<file path="src/rtl/img_ctrl_pkg.sv">
// Shared definitions for the image-processor control block:
// op codes, depth codes, engine modes, FSM states and a display helper.
package img_ctrl_pkg;

  localparam int COORD_W = 3;   // origin / pixel coordinate width (0..7)
  localparam int CH_W    = 5;   // channel index width (0..31)
  localparam int DCNT_W  = CH_W + 2; // display counter: {channel, window index}

  // Command codes
  localparam logic [3:0] OP_LOAD   = 4'd0;
  localparam logic [3:0] OP_RIGHT  = 4'd1;
  localparam logic [3:0] OP_LEFT   = 4'd2;
  localparam logic [3:0] OP_UP     = 4'd3;
  localparam logic [3:0] OP_DOWN   = 4'd4;
  localparam logic [3:0] OP_DEP_DN = 4'd5;
  localparam logic [3:0] OP_DEP_UP = 4'd6;
  localparam logic [3:0] OP_DISP   = 4'd7;
  localparam logic [3:0] OP_CONV   = 4'd8;
  localparam logic [3:0] OP_MEDIAN = 4'd9;
  localparam logic [3:0] OP_SOBEL  = 4'd10;

  // Channel depth codes
  localparam logic [1:0] DEP_8  = 2'd0;
  localparam logic [1:0] DEP_16 = 2'd1;
  localparam logic [1:0] DEP_32 = 2'd2;

  // Engine mode codes
  localparam logic [1:0] ENG_CONV   = 2'd0;
  localparam logic [1:0] ENG_MEDIAN = 2'd1;
  localparam logic [1:0] ENG_SOBEL  = 2'd2;

  typedef enum logic [2:0] {
    S_READY,
    S_WAIT,
    S_LOAD,
    S_DISP,
    S_ENG_START,
    S_ENG_WAIT
  } state_t;

  // Last display counter value: 4 reads per channel, (8 << dep) channels.
  function automatic logic [DCNT_W-1:0] disp_last(input logic [1:0] dep);
    case (dep)
      DEP_8:   disp_last = DCNT_W'(31);
      DEP_16:  disp_last = DCNT_W'(63);
      default: disp_last = DCNT_W'(127);
    endcase
  endfunction

endpackage

</file>
<file path="src/rtl/img_addr_gen.sv">
// Display address generator: maps origin, 2x2 window index and channel
// onto the SRAM layout {ch, row, col}. Purely combinational.
module img_addr_gen
  import img_ctrl_pkg::*;
#(
  parameter int ADDR_W = 11
) (
  input  logic [COORD_W-1:0] origin_x,
  input  logic [COORD_W-1:0] origin_y,
  input  logic [1:0]         win,
  input  logic [CH_W-1:0]    ch,
  output logic [ADDR_W-1:0]  addr
);

  logic [COORD_W-1:0] row;
  logic [COORD_W-1:0] col;

  // Window bit 1 selects the lower row, bit 0 the right column.
  always_comb begin
    row  = origin_y + COORD_W'(win[1]);
    col  = origin_x + COORD_W'(win[0]);
    addr = ADDR_W'({ch, row, col});
  end

endmodule

</file>
<file path="src/rtl/img_op_ctrl.sv">
// Top-level sequencer for the image-processor core: accepts op commands,
// runs the image load, tracks window origin / channel depth, sequences
// display reads and starts/awaits the compute engine.
// Optional macro IMG_CTRL_OPCNT_EN adds o_op_cnt, a count of accepted commands.
module img_op_ctrl
  import img_ctrl_pkg::*;
#(
  parameter int IMG_DIM = 8,
  parameter int CH_MAX  = 32,
  parameter int ADDR_W  = 11
) (
  input  logic              i_clk,
  input  logic              i_rst,
  input  logic              i_op_valid,
  input  logic [3:0]        i_op_mode,
  output logic              o_op_ready,
  input  logic              i_in_valid,
  output logic              o_in_ready,
  output logic              o_sram_we,
  output logic              o_sram_re,
  output logic [ADDR_W-1:0] o_sram_addr,
  output logic              o_eng_start,
  output logic [1:0]        o_eng_mode,
  input  logic              i_eng_done,
  output logic [2:0]        o_origin_x,
  output logic [2:0]        o_origin_y,
  output logic [1:0]        o_depth
`ifdef IMG_CTRL_OPCNT_EN
  ,
  output logic [15:0]       o_op_cnt
`endif
);

  localparam logic [COORD_W-1:0] ORG_MAX   = COORD_W'(IMG_DIM - 2);
  localparam logic [ADDR_W-1:0]  LOAD_LAST = ADDR_W'(CH_MAX * IMG_DIM * IMG_DIM - 1);

  state_t              state;
  logic [ADDR_W-1:0]   load_cnt;
  logic [DCNT_W-1:0]   disp_cnt;
  logic [ADDR_W-1:0]   disp_addr;
  logic                accept;

  assign accept = (state == S_WAIT) && i_op_valid;

  img_addr_gen #(
    .ADDR_W(ADDR_W)
  ) u_addr_gen (
    .origin_x(o_origin_x),
    .origin_y(o_origin_y),
    .win     (disp_cnt[1:0]),
    .ch      (disp_cnt[DCNT_W-1:2]),
    .addr    (disp_addr)
  );

  // Main sequencer: state, counters, origin, depth and engine mode.
  always_ff @(posedge i_clk or posedge i_rst) begin
    if (i_rst) begin
      state      <= S_READY;
      load_cnt   <= '0;
      disp_cnt   <= '0;
      o_origin_x <= '0;
      o_origin_y <= '0;
      o_depth    <= DEP_32;
      o_eng_mode <= ENG_CONV;
    end else begin
      case (state)
        S_READY: state <= S_WAIT;
        S_WAIT: begin
          if (accept) begin
            state <= S_READY;
            case (i_op_mode)
              OP_LOAD: begin
                load_cnt <= '0;
                state    <= S_LOAD;
              end
              OP_RIGHT:  if (o_origin_x != ORG_MAX) o_origin_x <= o_origin_x + 3'd1;
              OP_LEFT:   if (o_origin_x != '0)      o_origin_x <= o_origin_x - 3'd1;
              OP_UP:     if (o_origin_y != '0)      o_origin_y <= o_origin_y - 3'd1;
              OP_DOWN:   if (o_origin_y != ORG_MAX) o_origin_y <= o_origin_y + 3'd1;
              OP_DEP_DN: if (o_depth != DEP_8)      o_depth    <= o_depth - 2'd1;
              OP_DEP_UP: if (o_depth != DEP_32)     o_depth    <= o_depth + 2'd1;
              OP_DISP: begin
                disp_cnt <= '0;
                state    <= S_DISP;
              end
              OP_CONV: begin
                o_eng_mode <= ENG_CONV;
                state      <= S_ENG_START;
              end
              OP_MEDIAN: begin
                o_eng_mode <= ENG_MEDIAN;
                state      <= S_ENG_START;
              end
              OP_SOBEL: begin
                o_eng_mode <= ENG_SOBEL;
                state      <= S_ENG_START;
              end
              default: ; // illegal op: no state change besides returning to READY
            endcase
          end
        end
        S_LOAD: begin
          if (i_in_valid) begin
            load_cnt <= load_cnt + ADDR_W'(1);
            if (load_cnt == LOAD_LAST) state <= S_READY;
          end
        end
        S_DISP: begin
          if (disp_cnt == disp_last(o_depth)) state <= S_READY;
          else disp_cnt <= disp_cnt + DCNT_W'(1);
        end
        S_ENG_START: state <= S_ENG_WAIT; // engine done is not looked at here
        S_ENG_WAIT:  if (i_eng_done) state <= S_READY;
        default:     state <= S_READY;
      endcase
    end
  end

  // Strobes decode the state register; ready is masked while reset is held
  // so it is low in reset yet high in the first cycle after release.
  always_comb begin
    o_op_ready  = (state == S_READY) && !i_rst;
    o_in_ready  = (state == S_LOAD);
    o_sram_we   = i_in_valid && o_in_ready;
    o_sram_re   = (state == S_DISP);
    o_eng_start = (state == S_ENG_START);
    o_sram_addr = '0;
    if (state == S_LOAD) o_sram_addr = load_cnt;
    else if (state == S_DISP) o_sram_addr = disp_addr;
  end

`ifdef IMG_CTRL_OPCNT_EN
  // Count every accepted command, illegal ones included; wraps naturally.
  always_ff @(posedge i_clk or posedge i_rst) begin
    if (i_rst) o_op_cnt <= '0;
    else if (accept) o_op_cnt <= o_op_cnt + 16'd1;
  end
`endif

endmodule

</file>
<file path="config.mk">
export PLATFORM = sky130hd
export DESIGN_NAME = img_op_ctrl
export DESIGN_NICKNAME = d
export VERILOG_FILES = /design/src/rtl/img_ctrl_pkg.sv /design/src/rtl/img_addr_gen.sv /design/src/rtl/img_op_ctrl.sv
export SDC_FILE = /design/constraint.sdc
export NUM_CORES = 1
export LEC_CHECK = 0
export CELL_PAD_IN_SITES_DETAIL_PLACEMENT = 1
export CELL_PAD_IN_SITES_GLOBAL_PLACEMENT = 2
export CORE_MARGIN = 3
export CORE_UTILIZATION = 30
export DETAILED_ROUTE_END_ITERATION = 10
export GPL_ROUTABILITY_DRIVEN = 0
export PLACE_DENSITY_LB_ADDON = 0.1
export REMOVE_ABC_BUFFERS = 1
export SETUP_SLACK_MARGIN = 0.2
export SYNTH_ARGS = -nofsm -noshare
export SYNTH_HDL_FRONTEND = slang
export SYNTH_SLANG_ARGS = --single-unit
</file>
<file path="constraint.sdc">
create_clock -name i_clk -period 2.1 [get_ports i_clk]
set_input_delay 0.315 -clock i_clk [delete_from_list [all_inputs] [get_ports i_clk]]
set_output_delay 0.315 -clock i_clk [all_outputs]
set_load 0.02 [all_outputs]
</file>
==> results.py, run 1 <==
metrics = {
    "status": {
        "status": "complete, no violations",
    },
    "logic_synthesis": {
        "synth-edff-count": 0,
        "synth_compound_area_share_pct": 19.9,
        "yosysWarnings": 0,
        "synthArstFlopShare_pct": 100,
        "syn_avg_cell_area_um2": 9.15,
        "synth_xor_area_share_pct": 3.57,
        "synth.yosys.seq_area_share_pct": 35.2,
        "synth_fa_ha_area_share_pct": 7.49,
        "synthFlopType": "dfrtp_1",
        "synth_top_family_by_area": "simple AND/OR/NAND/NOR gates",
        "syn-cell-area_mm2": 0.00221,
        "muxShareOfSynthArea_pct": 2.78,
        "synth-seq-cells": 31,
        "synth.distinct_cells": 63,
        "synthCells": 241,
        "synth-simple-area-share_pct": 25.6,
    },
    "drt": {
        "route.vias.total": 2218,
        "viasPerCell": 5.16,
        "drt_iter0_markers": 95,
        "wl_um": 7150,
        "postRouteAntennaNets": 0,
        "firstDrtPassIters": 4,
        "wl_per_cell_um": 16.6,
        "drc": 0,
    },
    "critical_path": {
        "path_buf_inv": 4,
        "critPathTopFamily": "flip-flops",
        "end_kind": "register",
        "cp_common_cell": "buf_4",
        "path_cells": "inv_4, ha_4, or3b_4, buf_4, a211oi_2, buf_4, buf_4, nor3_1, mux2i_1",
        "critPathLaunch": "o_depth[1]",
        "critPathMaxFanout": 4,
        "r2r_end": "disp_cnt[4]",
        "cp_data_required_time_ns": 2.26,
        "r2r_cells": 9,
        "start_kind": "register",
        "worst-setup-path-type": "register to register",
        "reg2reg_slack_ns": 0.06,
        "rr_startpoint": "o_depth[1]",
        "crit_path_top_delay_cell": "dfstp_2",
        "crit_arrival_ns": 2.20,
        "cp_slowest_stage_delay_ns": 0.56,
        "cp.depth": 9,
        "crit_end": "disp_cnt[4]",
    },
    "place": {
        "dp.cells": 406,
        "portBuffers": 34,
        "dpl_cell_area_mm2": 0.00298,
        "hpwlAfterDp_um": 5220,
    },
    "die": {
        "initial_core_util_pct": 31.8,
        "rows": 30,
        "core_area_mm2": 0.00694,
        "die_x_um": 91.8,
        "die_y_um": 91.8,
        "die-area_mm2": 0.00842,
        "io_pins": 35,
    },
    "run": {
        "maxCapViolCount": 0,
    },
    "pwr": {
        "powerDensity_mw_per_mm2": 1260,
        "leakage_nw": 1.42,
        "peakVddDrop_v": 0.000589,
    },
    "sta": {
        "fmax_mhz": 490,
        "max_slew.worst_pin.slew_ns": 0.328,
        "clock_skew_ns": 0.00625,
        "finalMaxSlewViolations": 0,
        "final_hold_viol_count": 0,
        "slew_headroom_pct": 77.9,
        "finalCritPeriodShare_pct": 97.2,
        "rsz0062_at_grt": "yes",
        "setup_tns_ns": 0,
        "whs_ns": 0.412,
        "setup_viol": 0,
        "min_period_ns": 2.04,
    },
    "cells_and_area": {
        "instances_no_fill": 430,
        "fillCellCount": 818,
        "final_area_mm2": 0.00335,
        "nets": 354,
        "multi_input_area_mm2": 0.00150,
        "drive_gt1_share_pct": 35.3,
        "antenna_cells": 0,
        "post-route-util_pct": 48.3,
        "area_growth_pct": 52.0,
        "regArea_um2": 777,
    },
    "cts": {
        "hold_buffers": 0,
        "cts_buffer_depth": 2,
        "ctsHtreeMaxLevel": 2,
        "numClockSinks": 31,
        "clock_latency_ns": 0.28,
        "numCtsBuffers": 5,
        "tritoncts": "yes",
        "root_buffer": "clkbuf_8",
        "clkTransAtPathRegs_ns": 0.07,
    },
    "global_route": {
        "antenna_found_initial": 0,
        "overflow": 0,
        "grtUsageTotal_pct": 17.7,
        "grt_pass1_wl_um": 11700,
        "grt_pass1_vias": 2337,
        "grt_max_degree": 32,
    },
    "hold_path": {
        "min_path_type": "input port to async pin",
    },
}
-- layout by cell type, fill, tap and decap left out, drive strengths merged, types with 7 or more instances in the layout --
master         Yosys  layout
or3                7       7
clkbuf             6      11
ha                10      10
inv               16      16
nand2             19      19
o21ai             16      16
nor2               8       8
or4                8       8
clkdlybuf4s50      0      14
dfrtp             30      30
nand3             12      12
a21oi             11      11
buf                7      74
xnor2              7       7
a22o               7       7
-- tightest hold or removal path, delay by kind of cell --
family / cells / cell delay, ns
buffers and inverters: 3 / 0.74
-- through the flow --
stage          power [mW]  setup slack, ns
6_report             4.24           0.0585
2_1_floorplan        2.26           -0.111
3_5_place_dp         3.46           -0.324
3_3_place_gp         3.43           -0.259
4_1_cts              4.17          0.00272
5_1_grt              4.59          -0.0380
-- cell usage after synthesis (2+ instances only) --
cell type | n | share of area (%)
inv_1 | 16 | 2.7
a21oi_1 | 11 | 2.5
o22ai_1 | 2 | 0.57
xnor2_1 | 7 | 2.8
dfrtp_1 | 30 | 34
or4b_1 | 2 | 0.91
nand4_1 | 6 | 1.7
nand3b_1 | 2 | 0.68
nor3_1 | 3 | 0.68
nor4_1 | 2 | 0.57
o21ai_0 | 16 | 3.6
a21o_1 | 2 | 0.68
xor2_1 | 2 | 0.79
o22a_1 | 2 | 0.79
or4_1 | 8 | 2.7
nand2_1 | 19 | 3.2
a31oi_1 | 2 | 0.57
mux2i_1 | 5 | 2.3
a22o_1 | 7 | 2.8
clkbuf_1 | 5 | 0.85
o31ai_1 | 4 | 1.4
or3_1 | 7 | 2.0
nand2b_1 | 6 | 1.7
nand3_1 | 12 | 2.7
or2_2 | 2 | 0.57
ha_1 | 10 | 5.7
nor2b_1 | 2 | 0.57
a211oi_1 | 2 | 0.68
nor2_1 | 8 | 1.4
buf_2 | 5 | 1.1
fa_1 | 2 | 1.8
-- cells by family after synthesis --
kind of cell,count (synthesis)
flops,31
xor+xnor,9
fa+ha+maj,12
mux,6
buf+inv,29
compound gates,62
simple gates,92
-- per-layer routing --
layer  global-route usage, %  routed length (um)
met1                    23.7                3430
met2                    29.7                3480
met3                    3.12                 181
met4                    3.71                  55
met5                       0                   0
-- cell type report --
cell class,instances,area share (%)
Tap cell,96,3.58
Inverter,16,1.94
Multi-Input combinational cell,181,44.8
Sequential cell,31,23.2
Timing Repair Buffer,98,24.1
Clock buffer,8,2.39
-- power breakdown --
part	switching, mW	internal (mW)	leakage (nW)
Sequential	0.255	0.827	0.388
Clock	0.231	0.236	0.0395
Combinational	1.39	1.30	0.989
-- how the worst min path moves through the flow --
stage                        from       endpoint  slack, ns  cells after the start
floorplan                   i_rst    disp_cnt[0]       0.42                      1
global placement    o_eng_mode[0]  o_eng_mode[0]       0.49                      1
detailed placement  o_eng_mode[0]  o_eng_mode[0]       0.49                      1
CTS                         i_rst       state[2]       0.41                      3
global route                i_rst  o_origin_x[0]       0.45                      3
finish                      i_rst  o_origin_x[0]       0.41                      3
-- what timing repair did --
item,4_1_cts,5_1_grt
buffers inserted,8,8
endpoints found under the setup margin,35,40
resized for setup,77,43
pin swaps,15,10
-- flip-flops by register name (all words and copies together), names as in the netlist --
signal / cells
load_cnt: 11
state: 3
o_origin_y: 3
o_origin_x: 3
o_eng_mode: 2
disp_cnt: 7
o_depth: 2
Power figures use the tool's default switching activity.
==> inputs of run 2 (changes only) <==
- GPL_ROUTABILITY_DRIVEN: 0 -> unset
==> results of run 2 <==
Same layout as run 1: the final DEF is identical, and so are final timing and power.
==> patch 1: new RTL, flow settings as in run 1 <==
The parameter `CH_MAX` goes from 32 to 24.
--- a/src/rtl/img_op_ctrl.sv
+++ b/src/rtl/img_op_ctrl.sv
@@ -6,7 +6,7 @@
   import img_ctrl_pkg::*;
 #(
   parameter int IMG_DIM = 8,
-  parameter int CH_MAX  = 32,
+  parameter int CH_MAX  = 24,
   parameter int ADDR_W  = 11
 ) (
   input  logic              i_clk,
Function: same outputs for any inputs over 10 cycles, from zero or initial values and one cycle with i_rst high; that may be too few to reach the edited logic, so the function may still have changed.
==> patch 1 against run 1 <==
- sequential share of layout area is 2.0 points higher
- final area is 7.5% lower
- first-iteration DRC count is 39% lower
- area after synthesis is 2.9% lower
- synthesized cell count is 7.1% lower
- count of clock-buffer cells in the layout stayed put
- critical path depth is 3 lower
- routed wire length is 13% lower
- total power is 14% lower
- worst setup slack better by 0.065 ns
- combinational power is 25% lower
- sequential cell count stayed put
- critical path type unchanged
- critical endpoint is now disp_cnt[0]
==> patch 1: results <==
synth:
  seq_area_frac_synth_pct: 36.3
  share_of_async_settable_or_async_resettable_flops_after_synthesis_pct: 100
  synth_top_cells_by_count: "30 x dfrtp_1, 15 x nand2_1, 15 x nor2_1"
  synth_unique_cells: 54
  synth_top_cells_by_area: "dfrtp_1 35%, ha_1 5.8%, a22o_1 4.9%"
  synth_ff_type: "dfrtp_1"
  ys_warn_count: 0
  synth_area_per_cell_um2: 9.56
finish:
  layout.nets: 326
  post_route_cells_drive_above_1_share_pct: 31.0
  area_delta_synth_final_pct: 44.8
  largestRegisters: "load_cnt (11), disp_cnt (7)"
  num-fill-cells: 798
  final_cell_count_no_fill: 402
  antenna_cells: 0
cts:
  clock_tree.buffer_depth: 2
  ctsHtreeMaxLevel: 2
  clock_insertion_delay_worst_skew_ns: 0.28
  cts.reportedPaths.clkPinSlew_ns: 0.07
  ctsRootBufferMaster: "clkbuf_8"
  numCtsBuffers: 5
detailed_routing:
  length_of_the_first_detailed_routing_pass_in_iterations: 6
  drt_first_iter_violations: 58
  drt-total-wl_um: 6210
  avgViaCountPerCell: 4.86
global_route:
  grt_max_degree: 32
  grt_antenna_before_repair: 0
  global_route_wire_length_before_repair_um: 10300
  first_global_vias: 2046
  grt_usage_pct: 15.6
pwr:
  clockNetworkPower_uw: 526
  power_frac_clock_pct: 14.5
  peak_supply_drop_v: 0.000569
  comb_cell_power_mw: 2.03
  sw_frac_of_total_pct: 41.1
  p_leak_nw: 1.43
critical_path:
  timing.reg2reg.worst_path_depth: 6
  reg2reg_to: "disp_cnt[0]"
  worst_r2r_startpoint: "o_depth[1]"
  critical_path_arrival_ns: 2.18
  critPathMaxFanout: 4
  rrSetupSlack_ns: 0.12
sta:
  timing.final.hold_violations: 0
  worstMarginPinSlew_ns: 0.472
  worst_clock_skew_ns: 0.0108
  holdWs_ns: 0.465
place:
  estimated_wirelength_of_the_detail_placed_design_um: 4540
  pre_cts_slack_ns: -0.243
  placed_area_um2: 2870
  number_of_port_buffers: 34
  placed_cells: 382
hold_path:
  hold_path_class: "input port to asynchronous set/reset pin"
run_status:
  status: "complete, no violations"
-- patch 1: worst max-delay path: stages, from the launching register on --
cell	delay, ns
dfstp_2	0.56
inv_4	0.06
ha_4	0.16
or3b_4	0.40
a2111oi_4	0.33
or2b_4	0.22
mux2i_1	0.18
-- patch 1: worst max-delay path by stage --
stage                     cells past startpoint              to  slack [ns]           from
after floorplan                               2  o_sram_addr[0]       -0.30       state[2]
after global placement                        6   o_origin_x[2]       -0.22   i_op_mode[0]
after detailed placement                      6   o_origin_x[2]       -0.24   i_op_mode[0]
after CTS                                     5  o_sram_addr[5]        0.03  o_origin_y[0]
after global routing                          6     disp_cnt[1]        0.03     o_depth[1]
final                                         6     disp_cnt[0]        0.12     o_depth[1]
-- patch 1: cells by family after synthesis --
group / after synthesis / share of synthesized area (%)
adder cells (fa/ha/maj): 12 / 7.71
flip-flops: 31 / 36.3
XOR/XNOR: 18 / 7.36
AND/OR/NAND/NOR: 89 / 25.0
multiplexers: 11 / 5.20
AO/OA/AOI/OAI: 40 / 14.2
buffers and inverters: 23 / 4.27
-- patch 1: routing by layer --
metal / routed length (um) / up-vias / track usage, %
met2: 3000 / 37 / 26.6
met5: 0 / - / 0
li1: - / 968 / -
met4: 75 / 0 / 4.72
met3: 210 / 6 / 3.25
met1: 2920 / 944 / 19.8
-- patch 1: cell type report --
| type | count | share of cell area (%) |
|---|---|---|
| Clock buffer | 8 | 3.23 |
| Inverter | 14 | 1.78 |
| Multi-Input combinational cell | 170 | 43.5 |
| Sequential cell | 31 | 25.1 |
| Tap cell | 96 | 3.87 |
| Timing Repair Buffer | 83 | 22.5 |
-- patch 1: repair_timing --
action                     4_1_cts  5_1_grt
hold endpoints to repair         0        0
pin swaps                       13        9
resized for setup               63       18
setup endpoints to repair       28       29
setup buffers                    8        4
==> patch 2: new RTL, flow settings as in run 1 <==
Made on the original files. The 6 states of `state_t` get a one-hot encoding in 6 bits.
--- a/src/rtl/img_ctrl_pkg.sv
+++ b/src/rtl/img_ctrl_pkg.sv
@@ -29,13 +29,13 @@
   localparam logic [1:0] ENG_MEDIAN = 2'd1;
   localparam logic [1:0] ENG_SOBEL  = 2'd2;
 
-  typedef enum logic [2:0] {
-    S_READY,
-    S_WAIT,
-    S_LOAD,
-    S_DISP,
-    S_ENG_START,
-    S_ENG_WAIT
+  typedef enum logic [5:0] {
+    S_READY     = 6'b000001,
+    S_WAIT      = 6'b000010,
+    S_LOAD      = 6'b000100,
+    S_DISP      = 6'b001000,
+    S_ENG_START = 6'b010000,
+    S_ENG_WAIT  = 6'b100000
   } state_t;
 
   // Last display counter value: 4 reads per channel, (8 << dep) channels.
Function: same outputs for any inputs over 10 cycles, from zero or initial values and one cycle with i_rst high; not proved beyond that.
==> patch 2 against run 1 <==
- sequential cell count increased by 3
- core utilization increased by 0.60 points
- total power down 22%
- synthesized cell count up 2.9%
- routed wire length up 10%
- worst setup slack gained 0.012 ns
- area after synthesis rose by 6.8%
- largest power group unchanged
- critical path type unchanged
- final area increased by 8.6%
==> patch 2: results <==
run_status:
  status: "complete, no violations"
global_route:
  first_global_vias: 2547
  grt_max_degree: 35
  grt_usage_pct: 19.0
  grtUsageMet2_pct: 32.5
  global_route_wire_length_before_repair_um: 13000
  grtUsageMet3_pct: 2.95
synth:
  synth_top_cells_by_area: "dfrtp_1 34%, ha_1 5.3%, a22o_1 4.1%"
  synth_top_cells_by_count: "32 x dfrtp_1, 18 x o21ai_0, 17 x nand2_1, 17 x nand3_1, 16 x inv_1"
  synthesis.instances: 248
  seq_area_frac_synth_pct: 36.2
  synth_unique_cells: 61
sta:
  worst_clock_skew_ns: 0.00827
  final.period_utilization_pct: 96.7
  worst_slew_margin_relative_to_its_limit_pct: 67.5
  holdWs_ns: 0.509
finish:
  layout.nets: 372
  post_route_cells_drive_above_1_share_pct: 42.9
  largestRegisters: "load_cnt (11), disp_cnt (7), state (6)"
  final_cell_count_no_fill: 451
detailed_routing:
  drt_first_iter_violations: 33
  route.vias.total: 2311
  drt-total-wl_um: 7870
pwr:
  clockNetworkPower_uw: 516
  pwr-share-seq_pct: 32.0
  p_leak_nw: 1.68
  peak_supply_drop_v: 0.000446
  sw_frac_of_total_pct: 39.8
critical_path:
  reg2reg_to: "disp_cnt[3]"
  critical_path_arrival_ns: 2.24
  cp_slowest_stage_delay_ns: 0.56
  critPathTopFamily: "compound AO/OA/AOI/OAI gates"
  timing.reg2reg.worst_path_depth: 6
hold_path:
  hold_crit_endpoint: "o_eng_mode[1]"
  hold_path_class: "flop to flop"
place:
  placed_area_um2: 3210
  placed_cells: 429
  estimated_wirelength_of_the_detail_placed_design_um: 5940
cts:
  post_cts_buffers: 7
  ctsRootBufferMaster: "clkbuf_8"
  cts_repair_resize_count: 121
==> patch 2: cell types whose count changed after synthesis, moves of 4 or more <==
cell / change
a22o_1: +4
clkbuf_1: -4
nand3_1: +5
nor3_1: +4
or3_1: -4
or4_1: -6
==> patch 2: final cells by class <==
class	instances	area [um^2]
inverters	17	66.3
multi-input cells	188	1600
clock inverters	1	5.00
clock buffers	7	86.3
repair buffers	105	900
flip-flops and latches	34	860
fillers	875	3810
well taps	99	124
==> patch 2: logic make-up (layout without fill, tap and decap cells) <==
family / after synthesis / in the layout / share of synthesized area, %
and+or+nand+nor: 97 / 97 / 25.5
AOI/OAI and AO/OA: 60 / 60 / 18.9
DFF: 34 / 34 / 36.2
buffers and inverters: 26 / 130 / 4.94
adders and majority gates: 13 / 13 / 7.44
xor gates and xnor gates: 12 / 12 / 4.46
muxes: 6 / 6 / 2.60
==> patch 2: routing by layer <==
layer  wire (um)  part of all wire (%)
met1        3600                    46
met2        4080                    52
met3         123                   1.6
met4          65                  0.83
met5           0                     0
